===== config.mk =====
export PLATFORM = sky130hd
export DESIGN_NAME = mouse_position_tracker
export DESIGN_NICKNAME = d
export VERILOG_FILES = /design/src/rtl/mouse_position_tracker.sv
export SDC_FILE = /design/constraint.sdc
export NUM_CORES = 1
export LEC_CHECK = 0
export ABC_CLOCK_PERIOD_IN_PS = 7000
export BUFFER_PORTS_ARGS = -buffer_cell sky130_fd_sc_hd__buf_2
export CORE_ASPECT_RATIO = 0.9
export CORE_MARGIN = 4
export CORE_UTILIZATION = 50
export CTS_BUF_LIST = sky130_fd_sc_hd__clkbuf_16
export DETAILED_ROUTE_END_ITERATION = 10
export PLACE_DENSITY = 0.68
export SLEW_MARGIN = 40
export SYNTH_ARGS = -nofsm -noshare
export SYNTH_HDL_FRONTEND = slang
export SYNTH_SLANG_ARGS = --single-unit

===== constraint.sdc =====
create_clock -name clk_i -period 7 [get_ports clk_i]
set_input_delay 0.7 -clock clk_i [delete_from_list [all_inputs] [get_ports clk_i]]
set_output_delay 0.7 -clock clk_i [all_outputs]
set_load 0.03 [all_outputs]

===== src/rtl/mouse_position_tracker.sv =====
// PS/2 mouse packet assembler and clamped absolute cursor position tracker.
// Optional inter-byte timeout is built only when MOUSE_PACKET_TIMEOUT_EN is defined.
module mouse_position_tracker #(
  parameter int COLUMNS        = 640,
  parameter int ROWS           = 480,
  parameter int INIT_X         = COLUMNS / 2,
  parameter int INIT_Y         = ROWS / 2,
  parameter int TIMEOUT_CYCLES = 100000,
  localparam int XW = $clog2(COLUMNS),
  localparam int YW = $clog2(ROWS)
) (
  input  logic          clk_i,
  input  logic          reset_i,
  input  logic [7:0]    rx_data_i,
  input  logic          rx_valid_i,
  output logic [XW-1:0] mouse_x_position_o,
  output logic [YW-1:0] mouse_y_position_o,
  output logic          left_button_o,
  output logic          right_button_o,
  output logic          middle_button_o,
  output logic          packet_valid_o,
  output logic          sync_error_o
);

  localparam int MW = (XW > YW) ? XW : YW;
  localparam int SW = ((MW > 9) ? MW : 9) + 2;
  localparam logic signed [SW-1:0] X_MAX = SW'(COLUMNS - 1);
  localparam logic signed [SW-1:0] Y_MAX = SW'(ROWS - 1);

  typedef enum logic [1:0] {
    WAIT_B0,
    WAIT_B1,
    WAIT_B2,
    UPDATE
  } state_t;

  state_t state, next_state;

  logic       take_b0, take_b1, take_b2, bad_byte, timeout;
  logic [2:0] buttons_q;
  logic       x_sign_q, y_sign_q, x_ovf_q, y_ovf_q;
  logic [7:0] x_mag_q, y_mag_q;
  logic       sync_pending;

  logic signed [8:0]    dx9, dy9;
  logic signed [SW-1:0] dx_ext, dy_ext, x_ext, y_ext, sum_x, sum_y;
  logic [XW-1:0]        new_x;
  logic [YW-1:0]        new_y;

`ifdef MOUSE_PACKET_TIMEOUT_EN
  localparam int IW = (TIMEOUT_CYCLES > 1) ? $clog2(TIMEOUT_CYCLES + 1) : 1;
  logic [IW-1:0] idle_count;
  logic          in_partial;

  assign in_partial = (state == WAIT_B1) || (state == WAIT_B2);
  assign timeout    = in_partial && !rx_valid_i && (idle_count == IW'(TIMEOUT_CYCLES - 1));

  always_ff @(posedge clk_i) begin
    if (!reset_i) begin
      idle_count <= '0;
    end else if (rx_valid_i || !in_partial || timeout) begin
      idle_count <= '0;
    end else begin
      idle_count <= idle_count + 1'b1;
    end
  end
`else
  assign timeout = 1'b0;
`endif

  always_ff @(posedge clk_i) begin
    if (!reset_i) begin
      state <= WAIT_B0;
    end else begin
      state <= next_state;
    end
  end

  // The UPDATE cycle still listens for the next packet's first byte so nothing is dropped.
  always_comb begin
    next_state = state;
    take_b0    = 1'b0;
    take_b1    = 1'b0;
    take_b2    = 1'b0;
    bad_byte   = 1'b0;
    case (state)
      WAIT_B0, UPDATE: begin
        next_state = WAIT_B0;
        if (rx_valid_i) begin
          if (rx_data_i[3]) begin
            take_b0    = 1'b1;
            next_state = WAIT_B1;
          end else begin
            bad_byte = 1'b1;
          end
        end
      end
      WAIT_B1: begin
        if (rx_valid_i) begin
          take_b1    = 1'b1;
          next_state = WAIT_B2;
        end else if (timeout) begin
          next_state = WAIT_B0;
        end
      end
      WAIT_B2: begin
        if (rx_valid_i) begin
          take_b2    = 1'b1;
          next_state = UPDATE;
        end else if (timeout) begin
          next_state = WAIT_B0;
        end
      end
      default: next_state = WAIT_B0;
    endcase
  end

  assign dx9    = {x_sign_q, x_mag_q};
  assign dy9    = {y_sign_q, y_mag_q};
  assign dx_ext = x_ovf_q ? '0 : {{(SW-9){dx9[8]}}, dx9};
  assign dy_ext = y_ovf_q ? '0 : {{(SW-9){dy9[8]}}, dy9};
  assign x_ext  = {{(SW-XW){1'b0}}, mouse_x_position_o};
  assign y_ext  = {{(SW-YW){1'b0}}, mouse_y_position_o};
  assign sum_x  = x_ext + dx_ext;
  assign sum_y  = y_ext - dy_ext;

  always_comb begin
    new_x = sum_x[XW-1:0];
    new_y = sum_y[YW-1:0];
    if (sum_x[SW-1]) begin
      new_x = '0;
    end else if (sum_x > X_MAX) begin
      new_x = XW'(COLUMNS - 1);
    end
    if (sum_y[SW-1]) begin
      new_y = '0;
    end else if (sum_y > Y_MAX) begin
      new_y = YW'(ROWS - 1);
    end
  end

  // An error raised while leaving UPDATE is held back a cycle so it never overlaps packet_valid_o.
  always_ff @(posedge clk_i) begin
    if (!reset_i) begin
      mouse_x_position_o <= XW'(INIT_X);
      mouse_y_position_o <= YW'(INIT_Y);
      left_button_o      <= 1'b0;
      right_button_o     <= 1'b0;
      middle_button_o    <= 1'b0;
      packet_valid_o     <= 1'b0;
      sync_error_o       <= 1'b0;
      sync_pending       <= 1'b0;
      buttons_q          <= '0;
      x_sign_q           <= 1'b0;
      y_sign_q           <= 1'b0;
      x_ovf_q            <= 1'b0;
      y_ovf_q            <= 1'b0;
      x_mag_q            <= '0;
      y_mag_q            <= '0;
    end else begin
      if (take_b0) begin
        buttons_q <= rx_data_i[2:0];
        x_sign_q  <= rx_data_i[4];
        y_sign_q  <= rx_data_i[5];
        x_ovf_q   <= rx_data_i[6];
        y_ovf_q   <= rx_data_i[7];
      end
      if (take_b1) begin
        x_mag_q <= rx_data_i;
      end
      if (take_b2) begin
        y_mag_q <= rx_data_i;
      end
      packet_valid_o <= (state == UPDATE);
      if (state == UPDATE) begin
        mouse_x_position_o <= new_x;
        mouse_y_position_o <= new_y;
        left_button_o      <= buttons_q[0];
        right_button_o     <= buttons_q[1];
        middle_button_o    <= buttons_q[2];
        sync_error_o       <= 1'b0;
        sync_pending       <= bad_byte | timeout;
      end else begin
        sync_error_o <= bad_byte | timeout | sync_pending;
        sync_pending <= 1'b0;
      end
    end
  end

endmodule

* Word-level counts from Yosys, hierarchy flattened
Cells that the tools add are included.
** Storage, ports and cells
- Flip-flop bits (word level) :: 50
- Word-level logic and storage cells :: 52
** Operators by class
- Add/sub/neg operators :: 2
- Magnitude comparators :: 2
- Eq/ne operators :: 5
- Multiplexer cells :: 20
- Bitwise gates (word level) :: 2
- Reduce and logical (&&, ||, !) cells :: 5
** Operator list (count)
- 12-bit 2-to-1 mux :: 2
- 10-bit 2-to-1 mux :: 2
- 9-bit 2-to-1 mux :: 2
- 11-bit by 12-bit adder with 12-bit output :: 1
- 12-bit by 10-bit > comparator with 1-bit output (second input constant) :: 1
- 12-bit by 11-bit > comparator with 1-bit output (second input constant) :: 1
- 10-bit by 12-bit subtractor with 12-bit output :: 1
- 1-bit 2-to-1 mux :: 11
- 2-bit case mux with 3 select lines :: 1
- 2-bit == test (second input constant) :: 2
- 2-bit 2-to-1 mux :: 2
- 2-bit inequality test (second input constant) :: 2
- 2-bit AND reduction :: 2
- 2-bit OR reduction :: 2
- 2-bit by 1-bit == test with 1-bit output (second input constant) :: 1
- 2-bit zero test :: 1
- 1-bit inverter :: 1
- 1-bit OR :: 1

* Depth between registers and ports, before layout
Gate-level depths: netlist of the first run.
- Depth in word-level cells :: 5
- Mapped depth :: 12
- Depth with buffers taken out :: 11

* Worst setup path after synthesis of the first run
No wires, ideal clock.
- Kind :: reg-to-reg
- Start point :: register y_ovf_q
- End point :: register mouse_y_position_o[5]
- Library setup time :: 116 ps
- Data arrival time :: 2663 ps
- Data required time :: 6884 ps
- Setup slack :: 4220 ps
- Stages on the path, launching flop included :: 13
- Path buffers :: 1
- Path through :: dfxtp_1 > clkbuf_1 > nor2b_1 > ha_1 > inv_1 > fa_1 > a21o_1 > a22o_1 > o22a_1 > xnor2_1 > nor4b_1 > a21oi_2 > a41o_1
** Between the ends
- Longest elaborated chain between the ends :: 5
** RTL lines
- from (decl) :: RTL line 41 : logic x_sign_q, y_sign_q, x_ovf_q, y_ovf_q;
- from (signal assigned) :: RTL line 166 : y_ovf_q <= rx_data_i[7];
- 12-bit 2-to-1 mux (*) :: RTL line 121 : assign dy_ext = y_ovf_q ? '0 : {{(SW-9){dy9[8]}}, dy9};
- 10-bit by 12-bit subtractor with 12-bit output (*) :: RTL line 125 : assign sum_y = y_ext - dy_ext;
- 12-bit by 10-bit > comparator with 1-bit output :: RTL line 137 : end else if (sum_y > Y_MAX) begin
- 9-bit 2-to-1 mux :: RTL line 137
- 9-bit 2-to-1 mux (*) :: RTL line 135 : if (sum_y[SW-1]) begin
- to (signal assigned) :: RTL line 146 : mouse_y_position_o <= YW'(INIT_Y);
- to (signal assigned) :: RTL line 177 : mouse_y_position_o <= new_y;
- to (decl) :: RTL line 17 : output logic [YW-1:0] mouse_y_position_o,
Mark *: on every way between the ends. The rest lies on a longest branch, timed or not.
A chain may end at the register's enable or synchronous reset.

* Worst setup path in the final report of the first run
Same ends and word-level chain as after synthesis.

==> impl_metrics.csv, run 1 <==
group,metric,value,unit
detailed_routing,drc_errors,0,
synthesis,muxShareOfSynthArea,0.0393,
placed_design,portBuffers,34,
synthesis,synth_cell_types,61,
worst_setup_path,worst_path_max_delay_cell,"nor4b_1",
synthesis,synthSimpleGateAreaFrac,0.193,
global_routing,grt_max_degree,35,
detailed_routing,postRouteWirelength,7040,µm
worst_setup_path,critPathMaxStageDelay,0.54,ns
clock_network,cts_buffers,5,
global_routing,grt_pass1_wl,12100,µm
power,power.switching,0.287,mW
power,power_frac_clock,0.305,
floorplanning,die-area,7580,µm²
timing,hold_violations,0,
timing,rsz0062_at_grt,"no",
clock_network,cts_tree,"done",
synthesis,ys.flop_type,"dfxtp_1",
worst_setup_path,worstSetupPathType,"reg2reg",
placed_design,gp_congestion,0.868,
synthesis,synth_edf_count,0,
timing,setup_tns,0,ns
timing,max_freq,333,MHz
worst_setup_path,worst_ep_required_time,7.19,ns
layout,fillers,579,
synthesis,synthAdderAreaFrac,0.113,
worst_setup_path,critPathLaunchType,"flip-flop",
worst_setup_path,worst-path-buf-inv,1,
timing,timing.final.max_slew_violations,0,
synthesis,synth_area_leaders,"dfxtp_1 (32%), ha_1 (10%), nor2b_1 (4.4%), a21boi_0 (4.3%), nand3_1 (3.7%)",
clock_network,clockBufferDepth,2,
placed_design,dpl.hpwl,5340,µm
job,cap_violations,0,
detailed_routing,via_per_inst,5.75,
placed_design,dp_cells,446,
layout,layoutNonFillerInstCount,454,
detailed_routing,drt_iter0_markers,162,
timing,skew,0.00485,ns
clock_network,htree_levels,2,
synthesis,synth_top_cell_area_share,0.321,
floorplanning,fp.dieW,91.3,µm
timing,slew_headroom,0.584,
global_routing,overflow,0,
synthesis,ys_async_sr_fraction,0,
worst_setup_path,crit_chain,"nor2b_1 -> ha_1 -> inv_1 -> fa_1 -> a21o_1 -> a22o_1 -> o22a_1 -> xnor2_1 -> nor4b_1 -> a21oi_2 -> a41o_1",
timing,holdWs,0.460,ns
synthesis,synth_top_cell_by_area,"dfxtp_1",
layout,num-nets-final,419,
global_routing,antenna_found_initial,0,
run_status,status,"finished clean",
power,combPwrFrac,0.309,
clock_network,clock_sinks,50,
detailed_routing,first_pass_iters,7,
layout,layout_commonest_cell,"dfxtp_1",
floorplanning,rows,27,
power,ir_drop,0.000160,V
detailed_routing,num_vias,2609,
timing,fin_crit,3.00,ns
power,power_density,238,nW/µm²
power,seq_power_share,0.386,
synthesis,ys_ff_latch,50,
worst_setup_path,crit_path_end_kind,"flip-flop",
worst_setup_path,critical-path-top-delay-family,"compound AO/OA/AOI/OAI gates",
synthesis,synth_nets,391,
clock_network,cts_resized,0,
synthesis,synth_top_family_by_area,"compound AO/OA/AOI/OAI gates",
layout,areaGrowthSynthToFinish,11.7,%
synthesis,synthXorXnorAreaFrac,0.0421,
layout,design_area,3490,µm²
clock_network,ctsHoldBuffers,0,
floorplanning,die_h,83.0,µm
clock_network,post-cts-setup-buffers,0,
clock_network,cts-root-buf,"clkbuf_16",
floorplanning,start_util,0.514,
clock_network,clk_latency,0.29,ns
power,leakagePower,1.44,nW
floorplanning,ios,35,
detailed_routing,wl_per_cell,15.5,µm
floorplanning,coreArea,6080,µm²
power,sw_frac_of_total,0.346,
timing,setup_viol,0,
power,power.internal,0.542,mW
hold_path,hold_class,"reg2reg",
synthesis,yosysWarnings,0,
global_routing,grt_usage,0.191,
synthesis,ys_seq_area_frac,0.321,
timing,worstMarginPinSlew,0.616,ns
clock_network,clk_pin_slew,0.07,ns
synthesis,synth_area,3120,µm²
placed_design,placed_cell_area,3340,µm²
layout,drive_gt1_frac,0.149,
synthesis,synthCells,353,
layout,layout_common_cells,"dfxtp_1 (50), buf_2 (34), nand2_1 (28)",
timing,fin_crit_sh,0.429,
detailed_routing,antenna_left,0,
worst_setup_path,crit_fanout,10,
synthesis,synth_compound_area_frac,0.253,
layout,diodes,0,
global_routing,grt_pass1_vias,2505,
worst_setup_path,critical_path_arrival,3.19,ns
synthesis,syn_area_per_cell,8.85,µm²
path summary, 6_finish.rpt:
kind | startpoint | endpoint | slack, ns | cells after the start
min reg2reg | x_mag_q[5] | x_mag_q[5] | 0.46 | 2
max | y_ovf_q | mouse_y_position_o[5] | 4.00 | 11
max reg2reg | y_ovf_q | mouse_y_position_o[5] | 4.00 | 11
min | x_mag_q[5] | x_mag_q[5] | 0.46 | 2
cell usage after synthesis (2+ instances only):
cell type,count
xor2_1,5
ha_1,25
nor2b_1,22
o2111ai_1,2
o31ai_1,3
o22a_1,2
inv_1,17
a31o_2,2
nor2_1,14
o21a_1,5
a22o_1,2
o211ai_1,4
mux2i_1,10
fa_1,2
nor3_1,4
a21oi_1,7
nand2b_1,13
a211oi_1,5
xnor2_1,10
a31oi_1,3
nand3_1,23
o22ai_1,4
dfxtp_1,50
or3_1,2
nand2_1,28
a21boi_0,18
a221o_1,5
and2_1,4
o21ai_0,13
a21o_1,7
clkbuf_1,12
per-stage QoR:
| stage | setup WS [ns] | utilization | power [mW] |
|---|---|---|---|
| 2_1_floorplan | 4.22 | - | 0.523 |
| 3_3_place_gp | 4.13 | 0.548 | 0.573 |
| 3_5_place_dp | 4.04 | 0.549 | 0.577 |
| 4_1_cts | 4.00 | 0.574 | 0.829 |
| 5_1_grt | 3.74 | 0.574 | 0.871 |
| 6_report | 4.00 | 0.574 | 0.829 |
state kept, by name, summed over array words and instances, names as in the netlist, 2 cells and up:
signal,count
y_mag_q,8
state,2
mouse_y_position_o,9
buttons_q,3
x_mag_q,8
mouse_x_position_o,10
power groups by stage:
| stage | clock network, mW | registers [mW] | logic, mW |
|---|---|---|---|
| final | 0.253 | 0.320 | 0.256 |
| after global routing | 0.266 | 0.323 | 0.282 |
| after CTS | 0.256 | 0.320 | 0.252 |
| after detailed placement | 0 | 0.327 | 0.251 |
| after global placement | 0 | 0.326 | 0.247 |
| after floorplan | 0 | 0.332 | 0.191 |
final cells by class:
type | instances | area (µm²) | share of cell area
Clock buffer | 5 | 125 | 0.0359
Clock inverter | 3 | 28.8 | 0.00825
Inverter | 19 | 71.3 | 0.0204
Multi-Input combinational cell | 271 | 2000 | 0.574
Sequential cell | 50 | 1000 | 0.287
Tap cell | 72 | 90.1 | 0.0258
Timing Repair Buffer | 34 | 170 | 0.0488
per-layer routing:
layer / GRT usage / share of wire / vias up
met4: 0.0548 / 0.011 / 0
met1: 0.278 / 0.50 / 1184
met2: 0.285 / 0.42 / 82
met5: 0 / 0 / -
met3: 0.0399 / 0.063 / 8
li1: - / - / 1335
tightest hold or removal path: cells and delay by family (launching register included):
family          cells  cell delay [ns]
compound gates      1             0.06
simple gates        1             0.04
flops               1             0.31
cell families after synthesis:
kind of cell / Yosys count
flip-flops: 50
multiplexers: 11
XOR/XNOR: 15
AO/OA/AOI/OAI: 101
AND/OR/NAND/NOR: 117
buffers and inverters: 32
adder cells (fa/ha/maj): 27
(Power assumes the default switching activity.)
==> run 2: changes to the inputs <==
--- a/config.mk
+++ b/config.mk
@@ -5,7 +5,7 @@
 export SDC_FILE = /design/constraint.sdc
 export NUM_CORES = 1
 export LEC_CHECK = 0
-export ABC_CLOCK_PERIOD_IN_PS = 7000
+export ABC_CLOCK_PERIOD_IN_PS = 2780
 export BUFFER_PORTS_ARGS = -buffer_cell sky130_fd_sc_hd__buf_2
 export CORE_ASPECT_RATIO = 0.9
 export CORE_MARGIN = 4
==> constraint.sdc (replaced) <==
create_clock -name clk_i -period 2.78 [get_ports clk_i]
set_input_delay 0.278 -clock clk_i [delete_from_list [all_inputs] [get_ports clk_i]]
set_output_delay 0.278 -clock clk_i [all_outputs]
set_load 0.03 [all_outputs]
==> run 2 against run 1 <==
  * Combinational power grew to 2.9 times the previous value
  * Critical path depth unchanged
  * Utilization increased by 4.1 points
  * Worst hold slack lost 0.22 ns
  * Critical endpoint is now mouse_y_position_o[2]
  * Highest routed layer unchanged
==> impl_metrics.csv, run 2 (synthesis gave the netlist of run 1 again) <==
group,metric,value,unit
layout,top_register,"mouse_x_position_o",
timing,hold_violations,0,
layout,top_regs,"mouse_x_position_o (10), mouse_y_position_o (9)",
global_routing,overflow,0,
detailed_routing,drc_errors,0,
hold_path,hold_class,"in2reg",
worst_setup_path,worst-path-buf-inv,1,
worst_setup_path,critical-path-top-delay-family,"compound AO/OA/AOI/OAI gates",
timing,fin_crit,2.71,ns
timing,max_freq,370,MHz
detailed_routing,drt_iter0_markers,236,
global_routing,grt_usage,0.196,
worst_setup_path,worstSetupPathType,"reg2reg",
clock_network,cts_buffers,5,
floorplanning,fp.dieW,91.3,µm
floorplanning,die_h,83.0,µm
detailed_routing,wl_per_cell,15.6,µm
timing,skew,0.00756,ns
detailed_routing,first_pass_iters,5,
clock_network,htree_levels,2,
detailed_routing,num_vias,2710,
worst_setup_path,worst_path_max_delay_cell,"or3_4",
timing,rsz0062_at_grt,"yes",
layout,layout_common_cells,"dfxtp_1 (48), buf_2 (34), nand2_1 (28)",
clock_network,clockBufferDepth,2,
layout,layout_commonest_cell,"dfxtp_1",
layout,layoutNonFillerInstCount,473,
power,leakagePower,1.56,nW
timing,setup_viol,0,
power,fin_total_pwr,2.25,mW
placed_design,dp_cells,460,
detailed_routing,antenna_left,0,
clock_network,clk_pin_slew,0.07,ns
timing,fin_crit_sh,0.973,
floorplanning,coreArea,6080,µm²
clock_network,cts_tree,"done",
clock_network,clock_sinks,50,
worst_setup_path,crit_path_end_kind,"flip-flop",
worst_setup_path,worst_ep_required_time,2.96,ns
placed_design,gp_congestion,0.883,
floorplanning,rows,27,
floorplanning,ios,35,
layout,areaGrowthSynthToFinish,19.8,%
floorplanning,start_util,0.514,
job,cap_violations,0,
power,ir_drop,0.000492,V
detailed_routing,postRouteWirelength,7370,µm
floorplanning,die-area,7580,µm²
clock_network,cts-root-buf,"clkbuf_16",
worst_setup_path,crit_chain,"nor2b_4 -> ha_2 -> inv_2 -> fa_2 -> a21o_1 -> a22o_1 -> o22a_1 -> a21o_1 -> or3_4 -> a211oi_2 -> o21ai_1",
run_status,status,"finished clean",
power,power_density,601,nW/µm²
timing,slew_headroom,0.620,
layout,diodes,0,
global_routing,antenna_found_initial,0,
layout,fillers,534,
layout,num-nets-final,438,
placed_design,portBuffers,34,
timing,timing.final.max_slew_violations,0,
clock_network,ctsHoldBuffers,0,
global_routing,grt_pass1_wl,12300,µm
placed_design,dpl.hpwl,5590,µm
detailed_routing,via_per_inst,5.73,
layout,drive_gt1_frac,0.232,
timing,worstMarginPinSlew,0.568,ns
global_routing,grt_max_degree,25,
worst_setup_path,critPathMaxStageDelay,0.38,ns
global_routing,grt_pass1_vias,2472,
worst_setup_path,critPathLaunchType,"flip-flop",
clock_network,clk_latency,0.29,ns
worst_setup_path,crit_fanout,4,
worst_setup_path,critical_path_arrival,2.88,ns
worst_setup_path,cpMostUsedCell,"a21o_1",
layout,largest_reg_flops,10,
-- run 2: routing by layer --
metal  routed length (µm)  GRT usage  up-vias  share of wire
li1                     -          -     1371              -
met2                 3170      0.289       70           0.43
met1                 3760      0.295     1264           0.51
met3                  372     0.0344        5          0.050
met5                    0          0        -              0
met4                   65     0.0438        0         0.0088
-- run 2: area by class of cell --
cell class / instances / area [µm²] / area share
Multi-Input combinational cell: 271 / 2090 / 0.559
Sequential cell: 50 / 1000 / 0.268
Timing Repair Buffer: 53 / 313 / 0.0836
Clock buffer: 5 / 125 / 0.0335
Tap cell: 72 / 90.1 / 0.0241
Inverter: 19 / 71.3 / 0.0191
Clock inverter: 3 / 47.5 / 0.0127
-- run 2: report_power, final --
| part | leakage [nW] | total [mW] | internal (mW) | switching, mW |
|---|---|---|---|---|
| clock network | 0.0844 | 0.702 | 0.429 | 0.273 |
| logic | 1.07 | 0.742 | 0.317 | 0.425 |
| registers | 0.406 | 0.805 | 0.768 | 0.0365 |
| total | 1.56 | 2.25 | 1.51 | 0.735 |
-- run 2: final timing paths --
path,startpoint,endpoint,slack (ns),depth (start not counted)
worst max-delay path,y_mag_q[0],mouse_y_position_o[2],0.07,11
worst min-delay path,rx_data_i[3],sync_pending,0.24,2
worst min register to register,x_mag_q[5],x_mag_q[5],0.46,2
worst max register to register,y_mag_q[0],mouse_y_position_o[2],0.07,11
-- run 2: through the flow --
stage | TNS [ns] | hold slack, ns | worst slack (ns) | util | area (µm²)
after global placement | 0 | 0.451 | 0.0609 | 0.565 | 3440
after global routing | -0.361 | 0.233 | -0.0698 | 0.615 | 3740
final | 0 | 0.239 | 0.0747 | 0.615 | 3740
after CTS | 0 | 0.223 | 0.0104 | 0.597 | 3630
after detailed placement | -0.165 | 0.455 | -0.0533 | 0.565 | 3440
after floorplan | 0 | 0.356 | 0.000145 | - | 3120
-- run 2: what timing repair did --
action                                  in CTS  in global routing
buffers inserted                             0                  5
gates resized for setup                      3                 21
endpoints found under the setup margin       8                 17
pin swaps                                    1                 12
